## config.mk

```make
export PLATFORM = sky130hd
export DESIGN_NAME = shift_arbiter
export DESIGN_NICKNAME = d
export VERILOG_FILES = /design/src/rtl/shift_arbiter.sv
export SDC_FILE = /design/constraint.sdc
export NUM_CORES = 1
export LEC_CHECK = 0
export BUFFER_PORTS_ARGS = -buffer_cell sky130_fd_sc_hd__buf_2
export CELL_PAD_IN_SITES_DETAIL_PLACEMENT = 0
export CELL_PAD_IN_SITES_GLOBAL_PLACEMENT = 1
export CORE_MARGIN = 4
export CORE_UTILIZATION = 36
export DETAILED_ROUTE_END_ITERATION = 10
export PLACE_DENSITY = 0.82
export SLEW_MARGIN = 0
export SYNTH_ARGS = -nofsm -noshare
export SYNTH_HDL_FRONTEND = slang
export SYNTH_HIERARCHICAL = 1
export SYNTH_SLANG_ARGS = --single-unit
```

## constraint.sdc

```tcl
create_clock -name clk -period 2.8 [get_ports clk]
set_clock_uncertainty 0.2 [all_clocks]
set_input_delay 0.56 -clock clk [delete_from_list [all_inputs] [get_ports clk]]
set_output_delay 0.56 -clock clk [all_outputs]
set_load 0.01 [all_outputs]
```

## src/rtl/shift_arbiter.sv

```systemverilog
`default_nettype none
// ============================================================================
//  Module   : barrel_shift / shift_arbiter
//  Brief    : Two-requester round-robin arbiter in front of a shared 8-bit
//             barrel shifter, with a one-deep registered result slot and
//             per-requester completion counters.
//  Revision : 1.0 - initial release
// ============================================================================

// ----------------------------------------------------------------------------
//  barrel_shift: 8-bit, 3-stage logarithmic shifter.
//  {op,dir} = 00 logical right, x1 left zero fill, 10 arithmetic right.
// ----------------------------------------------------------------------------
module barrel_shift (
    input  logic [7:0] i_din,
    input  logic [2:0] i_shamt,
    input  logic       i_dir,
    input  logic       i_op,
    output logic [7:0] o_dout
);

    logic       w_fill;
    logic [7:0] w_s1;
    logic [7:0] w_s2;
    logic [7:0] w_s4;

    // Sign fill only applies to arithmetic right shifts; left shifts fill zero.
    assign w_fill = i_op & ~i_dir & i_din[7];

    // Shift by 1, 2 and 4 in successive stages selected by the amount bits.
    always_comb begin
        w_s1 = i_din;
        if (i_shamt[0]) begin
            w_s1 = i_dir ? {i_din[6:0], 1'b0} : {w_fill, i_din[7:1]};
        end
        w_s2 = w_s1;
        if (i_shamt[1]) begin
            w_s2 = i_dir ? {w_s1[5:0], 2'b00} : {{2{w_fill}}, w_s1[7:2]};
        end
        w_s4 = w_s2;
        if (i_shamt[2]) begin
            w_s4 = i_dir ? {w_s2[3:0], 4'b0000} : {{4{w_fill}}, w_s2[7:4]};
        end
    end

    assign o_dout = w_s4;

endmodule

// ----------------------------------------------------------------------------
//  shift_arbiter: top level.
// ----------------------------------------------------------------------------
module shift_arbiter (
    input  logic       clk,
    input  logic       rst,
    input  logic       req0_valid,
    output logic       req0_ready,
    input  logic [7:0] req0_din,
    input  logic [2:0] req0_shamt,
    input  logic       req0_dir,
    input  logic       req0_op,
    input  logic       req1_valid,
    output logic       req1_ready,
    input  logic [7:0] req1_din,
    input  logic [2:0] req1_shamt,
    input  logic       req1_dir,
    input  logic       req1_op,
    output logic       rsp_valid,
    input  logic       rsp_ready,
    output logic [7:0] rsp_data,
    output logic       rsp_src,
    output logic [7:0] cnt0,
    output logic [7:0] cnt1
);

    logic       r_rsp_valid;
    logic [7:0] r_rsp_data;
    logic       r_rsp_src;
    logic       r_last_grant;
    logic [7:0] r_cnt0;
    logic [7:0] r_cnt1;

    logic       w_can_accept;
    logic       w_any_valid;
    logic       w_grant;
    logic       w_accept;
    logic       w_consume;
    logic [7:0] w_sh_din;
    logic [2:0] w_sh_shamt;
    logic       w_sh_dir;
    logic       w_sh_op;
    logic [7:0] w_sh_dout;

    // The slot can take a new command when empty or draining this cycle.
    assign w_can_accept = ~r_rsp_valid | rsp_ready;
    assign w_any_valid  = req0_valid | req1_valid;

    // Round-robin grant: on contention the requester that did not win last.
    // Depends only on valids and last_grant, never on payload or readies.
    always_comb begin
        w_grant = 1'b0;
        if (req0_valid && req1_valid) begin
            w_grant = ~r_last_grant;
        end else if (req1_valid) begin
            w_grant = 1'b1;
        end
    end

    assign req0_ready = w_can_accept & w_any_valid & ~w_grant;
    assign req1_ready = w_can_accept & w_any_valid &  w_grant;

    // A granted requester is by construction valid, so acceptance needs no
    // further qualification.
    assign w_accept  = w_can_accept & w_any_valid;
    assign w_consume = r_rsp_valid & rsp_ready;

    // Steer the granted payload into the shared shifter.
    always_comb begin
        w_sh_din   = req0_din;
        w_sh_shamt = req0_shamt;
        w_sh_dir   = req0_dir;
        w_sh_op    = req0_op;
        if (w_grant) begin
            w_sh_din   = req1_din;
            w_sh_shamt = req1_shamt;
            w_sh_dir   = req1_dir;
            w_sh_op    = req1_op;
        end
    end

    barrel_shift u_barrel_shift (
        .i_din   (w_sh_din),
        .i_shamt (w_sh_shamt),
        .i_dir   (w_sh_dir),
        .i_op    (w_sh_op),
        .o_dout  (w_sh_dout)
    );

    // Result slot and arbitration history; refill takes priority over drain.
    always_ff @(posedge clk) begin
        if (rst) begin
            r_rsp_valid  <= 1'b0;
            r_rsp_data   <= 8'h00;
            r_rsp_src    <= 1'b0;
            r_last_grant <= 1'b1;
        end else if (w_accept) begin
            r_rsp_valid  <= 1'b1;
            r_rsp_data   <= w_sh_dout;
            r_rsp_src    <= w_grant;
            r_last_grant <= w_grant;
        end else if (w_consume) begin
            r_rsp_valid  <= 1'b0;
        end
    end

    // Completion counters bump on consume, attributed to the slot's source.
    always_ff @(posedge clk) begin
        if (rst) begin
            r_cnt0 <= 8'h00;
            r_cnt1 <= 8'h00;
        end else if (w_consume) begin
            if (r_rsp_src) begin
                r_cnt1 <= r_cnt1 + 8'd1;
            end else begin
                r_cnt0 <= r_cnt0 + 8'd1;
            end
        end
    end

    assign rsp_valid = r_rsp_valid;
    assign rsp_data  = r_rsp_data;
    assign rsp_src   = r_rsp_src;
    assign cnt0      = r_cnt0;
    assign cnt1      = r_cnt1;

endmodule

`default_nettype wire

```

==> metrics.md, run 1 <==
| Metric | Value |
|---|---|
| Status | completed |
| RSZ-0062 raised after global routing | false |
| Max-slew violations | 0 |
| Final nets | 330 |
| Root Driver | clkbuf_8 |
| Fmax | 389 MHz |
| Post-Syn Nets | 262 |
| Initial antenna violation count | 0 |
| Post-CTS Setup Repair Bufs | 0 |
| Syn Area/Cell | 7.98 um2 |
| Wire per inst | 13.7 um |
| CTS tree | yes |
| Top Metal Used | met4 |
| Post-synth top flop | dfxtp_1 |
| FILL cells | ~490 |
| Most frequent cells in the layout | 58 x buf_2, 28 x a21oi_1, 27 x dfxtp_1 |
| GP Congestion | 0.895 |
| Die Span Y | about 79 um |
| Drt first pass iters | 4 |
| Post-route antenna net violation count | 0 |
| Seq/Total Area, Yosys | 29.6% |
| Drt drc | 0 |
| Power per standard cell area | 406 mW/mm2 |
| DRT met1 WL | 2260 um |
| Core Util, Final | slightly below 50% |
| Cells after DPL | 359 |
| YS warnings | 6 |
| Finished Layout Cells | 363 |
| Die X | 79.2 um |
| ANT cells | 0 |
| Initial Util | 37.9% |
| Clock slew at reported path FFs | around 100 ps |
| Multi-input logic area | 0.00119 mm2 |
| Cells after synthesis | 229 |
| WL met2 | 2390 um |
| Core area | roughly 0.0048 mm2 |
| Peak fanout along the critical path | 8 |
| Mapped cell area | approximately 0.0018 mm2 |
| Via density | 5.51 |
| Critical Path RT | 2740 ps |
| Async SR Flop Fraction | 0% |
| Initial drt markers | 93 |
| Crit path kind | in2reg |
| Worst R2R Setup Slack | 300 ps |
| Input/output buffers | between 50 and 60 |
| CP Capture Type | register |
| Die area | 0.00628 mm2 |
| CP startpoint | req1_valid |
| IR drop worst, VDD | 189 uV |
| FF-to-FF path depth | 8 |
| Routed wl met3 | about 260 um |
| Post-synth cell types | between 50 and 60 |
| Commonest non-fill, non-tap cell in the layout | buf_2 |
| Post-synth EDFFs | 0 |
| Layout area overhead | 28.5% |
| Final instance area | 0.00235 mm2 |
| GR Overflow Total | 0 |
| Final setup fails | 0 |
| Std-Cell Rows | 25 |
| Yosys reg bits | 27 |
| Worst Hold Class | reg2reg |
| TritonCTS buffer count | 3 |
| Clock sinks | 27 |
| Max-capacitance violation count | 0 |
| Crit path DAT | about 2500 ps |
| Post-Place Cell Area | 0.00230 mm2 |
| Max_slew headroom | 61.8% |
| Crit share post-route | 91.8% |
| Post-CTS sizing | 0 |
| First-pass GRT wire length | around 8300 um |
| Setup crit end | rsp_data[0] |
| Reg2reg end | rsp_data[0] |
| Clk buf depth | 2 |
| Leak Pwr | roughly 0.0010 uW |
| Final Critical Period | between 2000 and 3000 ps |
| Clock latency at the later pin of the worst-skew pair | 280 ps |
| Total routed wirelength | 4980 um |
| Startpoint types | input pin |
| Post-DP HPWL | 3920 um |
| Hold Vio Cnt, Final | 0 |
| Fraction of layout cells with a size suffix above 1 | 36.1% |
| Number of global-route vias before repair | 1,860 |
| Largest net degree at the start of global routing | 28 |
| Reg area | 541 um2 |
| Total track usage | between 15 and 20% |
| H-tree levels | 1 |
| CTS Hold Bufs | 0 |
| Vias post-DR | 2,000 |
| Reg2reg start | r_last_grant |
| I/O pins | slightly below 60 |
| Slew @ Worst Pin | around 570 ps |
## cell type report
cell class / instances / area share (%)
tap: 67 / 3.57
inverter: 6 / 0.959
multi-input combinational: 182 / 50.9
sequential: 27 / 23.0
clock buffer: 3 / 1.76
clock inverter: 1 / 0.320
timing repair buffer: 77 / 19.5
## cells in the mapped netlist (2+ instances only)
| cell type | count | area, um2 |
|---|---|---|
| a2111oi_0 | 2 | 17.5 |
| a21oi_1 | 28 | 140 |
| a22oi_1 | 2 | 15.0 |
| a31oi_1 | 4 | 25.0 |
| buf_2 | 2 | 10.0 |
| buf_4 | 2 | 15.0 |
| clkbuf_1 | 8 | 30.0 |
| dfxtp_1 | 27 | 541 |
| ha_1 | 2 | 25.0 |
| inv_1 | 3 | 11.3 |
| inv_2 | 3 | 11.3 |
| mux2_2 | 13 | 146 |
| mux2i_1 | 6 | 60.1 |
| nand2_1 | 14 | 52.6 |
| nand2b_1 | 6 | 37.5 |
| nand3_1 | 14 | 70.1 |
| nand3b_1 | 2 | 15.0 |
| nand4_1 | 5 | 31.3 |
| nor2_1 | 16 | 60.1 |
| nor2b_1 | 2 | 12.5 |
| nor3_1 | 2 | 10.0 |
| o211ai_1 | 3 | 22.5 |
| o21ai_0 | 15 | 75.1 |
| o21ai_1 | 3 | 15.0 |
| o221ai_1 | 2 | 17.5 |
| o31ai_1 | 4 | 30.0 |
| or2_2 | 2 | 12.5 |
| or3_1 | 6 | 37.5 |
| or4_1 | 6 | 45.0 |
| xor2_1 | 4 | 35.0 |
## per-stage QoR
step           setup TNS [ps]  hold slack, ps  setup WS, ps  power [uW]
6_report                    0             278           229         952
5_1_grt                     0             312          83.5        1010
4_1_cts                     0             279           227         959
3_5_place_dp             -153             264         -68.6         734
3_3_place_gp             -208             264         -60.7         738
2_1_floorplan               0             296           148         622
## state kept, by name, summed over array words and instances, names as in the netlist
register,flops
cnt0,8
cnt1,8
rsp_data,8
r_last_grant,1
rsp_src,1
rsp_valid,1
## critical path: stages
cell	delay, ps
buf_2	90
a21boi_2	310
buf_4	230
mux2_2	380
mux4_2	470
a21oi_2	190
o221ai_2	130
nand3_1	80
a21oi_1	60
## report_power, final
part / internal [uW] / switching [uW] / total [uW]
Sequential: 401 / 11.9 / 413
Clock: 101 / 124 / 225
Combinational: 149 / 166 / 315
## worst min-delay path by stage
stage / end / slack (ps) / from / cells after the start
CTS: rsp_data[1] / 280 / rsp_data[1] / 2
global route: rsp_data[1] / 310 / rsp_data[1] / 2
finish: rsp_data[1] / 280 / rsp_data[1] / 2
floorplan: cnt0[7] / 300 / cnt0[7] / 2
detailed placement: rsp_data[1] / 260 / rsp_data[1] / 2
global placement: cnt0[7] / 260 / cnt0[7] / 2
## routing by layer
layer | track usage (%) | vias to the layer above
met5 | 0 | -
li1 | - | 999
met2 | 28.2 | 60
met1 | 21.0 | 935
met3 | 2.15 | 6
met4 | 4.47 | 0
## cell families (layout without fill, tap and decap cells)
| family | after synthesis | in the layout | synth area share, % |
|---|---|---|---|
| AND/OR/NAND/NOR | 82 | 82 | 24.3 |
| AO/OA/AOI/OAI | 74 | 74 | 25.2 |
| flip-flops | 27 | 27 | 29.6 |
| multiplexers | 20 | 20 | 12.5 |
| buffers and inverters | 20 | 87 | 5.07 |
| XOR/XNOR | 4 | 4 | 1.92 |
| adder cells (fa/ha/maj) | 2 | 2 | 1.37 |
Note: power is estimated with default switching activity, not from simulation.
==> run 2: changes to the inputs <==
Settings changed: CORE_UTILIZATION 36 to 33, PLACE_DENSITY 0.82 to 0.79.
Clock period 2.8 ns to 2.1 ns, I/O delays scaled along.
==> metrics.md, run 2 (same netlist as run 1, synthesis figures left out) <==
| Metric | Value |
|---|---|
| Status | finished with violations |
| Failing checks | setup timing |
| Net Sw Frac | 31.5% |
| Core area | approximately 0.0052 mm2 |
| Final setup fails | 8 |
| Worst R2R Setup Slack | -280 ps |
| Worst path max stage delay | about 500 ps |
| Input/output buffers | 58 |
| Initial antenna violation count | 0 |
| Peak fanout along the critical path | 5 |
| Most Crowded Layer GR | met2 |
| Max-capacitance violation count | 0 |
| Finished Layout Cells | 389 |
| RSZ-0062 raised after global routing | true |
| Slowest stage cell, crit path | mux4_2 |
| Via density | about 5.3 |
| Largest net degree at the start of global routing | 28 |
| GR Overflow Total | 0 |
| CP Capture Type | register |
| Commonest non-fill, non-tap cell in the layout | buf_2 |
| TritonCTS buffer count | 3 |
| Critical-path cell list | a21boi_4 -> buf_4 -> buf_6 -> mux2_4 -> mux4_2 -> a21oi_4 -> mux2i_1 -> nand3_1 -> a21oi_1 |
| Reg2reg end | rsp_data[4] |
| Startpoint types | register |
| Met3 Track Usage GR | 3.15% |
| Root Driver | clkbuf_8 |
| Clock slew at reported path FFs | 90 ps |
| H-tree levels | 1 |
| Seq pwr share | 40.0% |
| Total routed wirelength | 5570 um |
| Max_slew headroom | 66.3% |
| Initial Util | 34.9% |
| Reg2reg start | r_last_grant |
| Clock power frac | between 20% and 30% |
| First-pass GRT wire length | 9050 um |
| Psw | 435 uW |
| Cells after DPL | 378 |
| Die Span Y | around 80 um |
| IR drop worst, VDD | 314 uV |
| CTS tree | yes |
| Die area | 0.00679 mm2 |
| CP top delay family | multiplexers |
| Most frequent cells in the layout | 58 x buf_2, 35 x buf_4, 26 x a21oi_1, 26 x dfxtp_1 |
| Post-route antenna net violation count | 0 |
| Combinational share of power | 38.9% |
| Hold Vio Cnt, Final | 0 |
| Hold_sp | cnt1[7] |
| Met1 Usage GRT | between 20% and 30% |
| Worst Hold Class | reg2reg |
| Clk buf depth | 2 |
| Crit share post-route | 113% |
| I/O pins | 59 |
| Worst Path Buf+Inv | 2 |
| Vias post-DR | 2,075 |
| Worst Hold End | cnt1[7] |
| Layout area overhead | 45.4% |
| Power per standard cell area | 520 mW/mm2 |
| ANT cells | 0 |
| Drt first pass iters | 4 |
| Crit path kind | reg2reg |
| Clock sinks | 27 |
| Global Route met2 Usage | 26.8% |
| Fraction of layout cells with a size suffix above 1 | 45.5% |
| FF-to-FF path depth | 9 |
| Total track usage | ~17% |
| Final instance area | 0.00266 mm2 |
| CP startpoint | r_last_grant |
| GP Congestion | 0.893 |
| Initial drt markers | 135 |
| Crit path DAT | 2320 ps |
| Worst hold stages | 2 |
| CTS Hold Bufs | 0 |
| Fmax | 420 MHz |
| Drt drc | 0 |
| Setup tns final | -1890 ps |
| Number of global-route vias before repair | 1,897 |
| Final nets | 353 |
| Cell Int Power | 945 uW |
| Slew @ Worst Pin | 506 ps |
| Final Critical Period | about 2400 ps |
| Post-DP HPWL | 4280 um |
| Leak Pwr | 0.00117 uW |
| Wire per inst | 14.3 um |
| Post-Place Cell Area | 0.00246 mm2 |
| Critical Path RT | 2040 ps |
| Clock latency at the later pin of the worst-skew pair | 270 ps |
| Std-Cell Rows | 26 |
| Die X | 82.4 um |
| Max-slew violations | 0 |
| Hold_ws | 281 ps |
| Final worst setup slack | -281 ps |
-- run 2: repair_timing --
| item | 4_1_cts | 5_1_grt |
|---|---|---|
| resized for setup | 16 | 7 |
| endpoints found under the setup margin | 8 | 8 |
| hold endpoints to repair | 0 | 0 |
| buffers inserted | 3 | 4 |
| pin swaps | 12 | 2 |
-- run 2: worst max-delay path by stage --
| stage | slack [ps] | cells after the start | endpoint |
|---|---|---|---|
| 3_5_place_dp | -500 | 9 | rsp_data[1] |
| 3_3_place_gp | -500 | 9 | rsp_data[1] |
| 5_1_grt | -390 | 9 | rsp_data[0] |
| 4_1_cts | -260 | 8 | rsp_data[1] |
| 6_report | -280 | 9 | rsp_data[4] |
| 2_1_floorplan | -230 | 8 | rsp_data[0] |
-- run 2: stage by stage --
step	setup WS [ps]	power [uW]	utilization, %
after global placement	-498	1040	47.0
after detailed placement	-497	1040	47.0
after floorplan	-227	846	-
after CTS	-264	1360	49.6
final	-281	1380	50.7
after global routing	-388	1460	50.7
-- run 2: routing by layer --
metal / part of all wire [%] / wire [um] / up-vias
li1: - / - / 1044
met5: 0 / 0 / -
met3: 5.2 / 289 / 2
met2: 48 / 2670 / 54
met1: 47 / 2600 / 975
met4: 0.14 / 8 / 0
-- run 2: worst min-delay path: stages (launching register included) --
cell and delay [ps]:
dfxtp_1 330, o31ai_1 60, a21oi_1 50
-- run 2: cell type report --
type	count	area (um2)
fillers	516	2580
flip-flops and latches	27	542
multi-input cells	182	1310
clock buffers	4	45.0
inverters	6	22.5
well taps	70	87.6
repair buffers	100	649
-- run 2: power groups by stage --
stage | logic [uW] | registers [uW] | clock network (uW)
2_1_floorplan | 276 | 570 | 0
3_3_place_gp | 472 | 564 | 0
3_5_place_dp | 471 | 564 | 0
4_1_cts | 510 | 553 | 299
5_1_grt | 588 | 556 | 317
6_report | 537 | 552 | 291
==> run 3: changes to the inputs <==
Settings changed: CORE_UTILIZATION 33 to 35, CTS_BUF_LIST from default to sky130_fd_sc_hd__clkbuf_4, PLACE_DENSITY 0.79 to 0.81, SYNTH_HIERARCHICAL 1 to default.
==> metrics.md, run 3 <==
| Metric | Value |
|---|---|
| Leak Pwr | 0.00134 uW |
| Net Sw Frac | 34.3% |
| Multi-input logic area | 0.00155 mm2 |
| Max-slew violations | 0 |
| First-pass GRT wire length | 9920 um |
| Clock power frac | 17.2% |
| Fmax | slightly below 500 MHz |
| Area leader, netlist | dfxtp_1 |
| Final Critical Period | 2060 ps |
| GR Overflow Total | 0 |
| Final nets | 394 |
| Clock sinks | 27 |
| Worst Hold Class | in2reg |
| Finished Layout Cells | 435 |
| Met1 Usage GRT | a little over a fifth |
| Async SR Flop Fraction | 0% |
| CTS Hold Bufs | 0 |
| Critical Path RT | 2150 ps |
| Seq pwr share | 41.3% |
| Startpoint types | register |
| Setup tns final | 0 ps |
| Drt drc | 0 |
| Initial Util | 36.0% |
| Top cell type's share of synthesized area | 25.3% |
| Global Route met2 Usage | roughly 28% |
| Largest net degree at the start of global routing | 20 |
| Slew @ Worst Pin | 430 ps |
| Power per standard cell area | 457 mW/mm2 |
| Met3 Track Usage GR | 1.92% |
| H-tree levels | 1 |
| Max_slew headroom | 71.4% |
| Total routed wirelength | 6240 um |
| GP Congestion | roughly 0.94 |
| Mapped cell area | 0.00213 mm2 |
| Post-route antenna net violation count | 0 |
| Reg area | 543 um2 |
| Layout area overhead | 37.2% |
| Initial drt markers | 84 |
| Post-synth top flop | dfxtp_1 |
| Root Driver | clkbuf_4 |
| Post-Syn Nets | 298 |
| Status | completed |
| Psw | around 460 uW |
| Crit path kind | reg2reg |
| RSZ-0062 raised after global routing | true |
| Die X | 86.1 um |
| Wire per inst | about 14 um |
| Number of global-route vias before repair | 2,154 |
| Slowest stage cell, crit path | dfxtp_2 |
| FILL cells | ~570 |
| YS warnings | 0 |
| CTS tree | yes |
| Vias post-DR | 2,293 |
| Seq/Total Area, Yosys | approximately a quarter |
| I/O pins | 59 |
| Die Span Y | 86.1 um |
| Top post-synthesis cells by count | 42 x nor2_1, 27 x dfxtp_1, 24 x nand2_1 |
| Peak fanout along the critical path | 8 |
| Std-Cell Rows | 28 |
| Clock slew at reported path FFs | 160 ps |
| Most Crowded Layer GR | met2 |
| Drt first pass iters | 4 |
| Power Total | 1340 uW |
| Clock latency at the later pin of the worst-skew pair | 330 ps |
| Hold Vio Cnt, Final | 0 |
| Worst path max stage delay | between 300 and 400 ps |
| Cells after synthesis | 265 |
| IR drop worst, VDD | 341 uV |
| Critical-path cell list | buf_4 -> a21bo_4 -> buf_4 -> buf_4 -> a21oi_2 -> o21ai_0 -> a31o_1 -> a32o_1 |
| Initial antenna violation count | 0 |
| Yosys reg bits | 27 |
| CP dominant cell by count | buf_4 |
| CP Capture Type | register |
| Final worst setup slack | 44.5 ps |
| ANT cells | 0 |
| Clk buf depth | 2 |
| Max-capacitance violation count | 0 |
| Commonest non-fill, non-tap cell in the layout | buf_2 |
| Post-synth cell types | between 40 and 50 |
| Post-DP HPWL | 5000 um |
| Core area | slightly below 0.006 mm2 |
| Die area | 0.00741 mm2 |
| Crit share post-route | 97.9% |
| Crit path DAT | 2110 ps |
| Combinational share of power | 41.4% |
| CP top delay family | compound AO/OA/AOI/OAI gates |
| Cell Int Power | 880 uW |
| Post-Place Setup Slack | -235 ps |
| Via density | 5.27 |
| Final setup fails | 0 |
| Fraction of layout cells with a size suffix above 1 | between 40% and 50% |
| Most frequent cells in the layout | 57 x buf_2, 43 x buf_4, 38 x nor2_1 |
| Hold_ws | between 150 and 200 ps |
| Total track usage | ~16% |
| Syn Area/Cell | between 8 and 9 um2 |
| Count leader, synth | nor2_1 |
| Post-synth EDFFs | 0 |
| Top post-synthesis cells by area | dfxtp_1 25%, mux2i_1 9.9%, nor2_1 7.4% |
| TritonCTS buffer count | 3 |
| Input/output buffers | 58 |
| Cells after DPL | 427 |
| Worst Path Buf+Inv | 3 |
[run 3: cell types whose count changed after synthesis, moves of 9 or more]
| cell | delta |
|---|---|
| a211oi_1 | +12 |
| buf_6 | +9 |
| mux2_2 | -9 |
| mux2i_1 | +15 |
| nand2_1 | +10 |
| nor2_1 | +26 |
[run 3: layer usage]
layer	vias to the layer above	share of wire, %	wire (um)
li1	1150	-	-
met1	1067	46	2870
met5	-	0	0
met2	68	47	2960
met4	0	1.3	78
met3	8	5.2	325
[run 3: cell type report]
| cell class | count | share of cell area [%] |
|---|---|---|
| clock buffer | 3 | 0.770 |
| clock inverter | 1 | 0.257 |
| inverter | 3 | 0.385 |
| multi-input combinational | 219 | 53.1 |
| timing repair buffer | 107 | 23.8 |
| sequential | 27 | 18.6 |
| tap | 75 | 3.21 |
[run 3: cell families (layout without fill, tap and decap cells)]
| group | Yosys count | count (layout) | synth area share (%) |
|---|---|---|---|
| mux | 30 | 30 | 16.6 |
| xor+xnor | 14 | 14 | 5.75 |
| simple gates | 109 | 109 | 24.0 |
| flops | 27 | 27 | 25.3 |
| buf+inv | 19 | 114 | 7.16 |
| fa+ha+maj | 2 | 2 | 1.17 |
| compound gates | 64 | 64 | 19.9 |
[run 3: what timing repair did]
| action | in CTS | in global routing |
|---|---|---|
| resized for setup | 5 | 32 |
| endpoints found under the setup margin | 3 | 8 |
| buffers inserted | 1 | 3 |
| pin swaps | 1 | 9 |
| endpoints found under the hold margin | 0 | 0 |
[run 3: worst paths after layout]
path	slack, ps	endpoint	start	cells past startpoint
setup reg to reg	40	rsp_data[5]	r_last_grant	8
setup / recovery	40	rsp_data[5]	r_last_grant	8
hold reg to reg	290	rsp_data[6]	rsp_data[6]	2
hold / removal	150	rsp_data[4]	rst	2
[run 3: metrics by stage]
| step | util, % | instance area (um2) |
|---|---|---|
| 2_1_floorplan | - | 2130 |
| 3_3_place_gp | 46.0 | 2730 |
| 3_5_place_dp | 46.0 | 2730 |
| 4_1_cts | 46.9 | 2780 |
| 5_1_grt | 49.4 | 2930 |
| 6_report | 49.4 | 2930 |
[run 3: worst reg2reg max path, delay by kind of cell (launching register included)]
kind	cells	cell delay [ps]
AO/OA/AOI/OAI	5	970
flip-flops	1	360
buffers and inverters	3	450
[run 3: power groups by stage]
stage | Clock (uW) | Sequential, uW | Combinational (uW)
global route | 266 | 557 | 604
CTS | 241 | 553 | 497
floorplan | 0 | 573 | 275
finish | 231 | 553 | 555
detailed placement | 0 | 564 | 489
global placement | 0 | 564 | 487
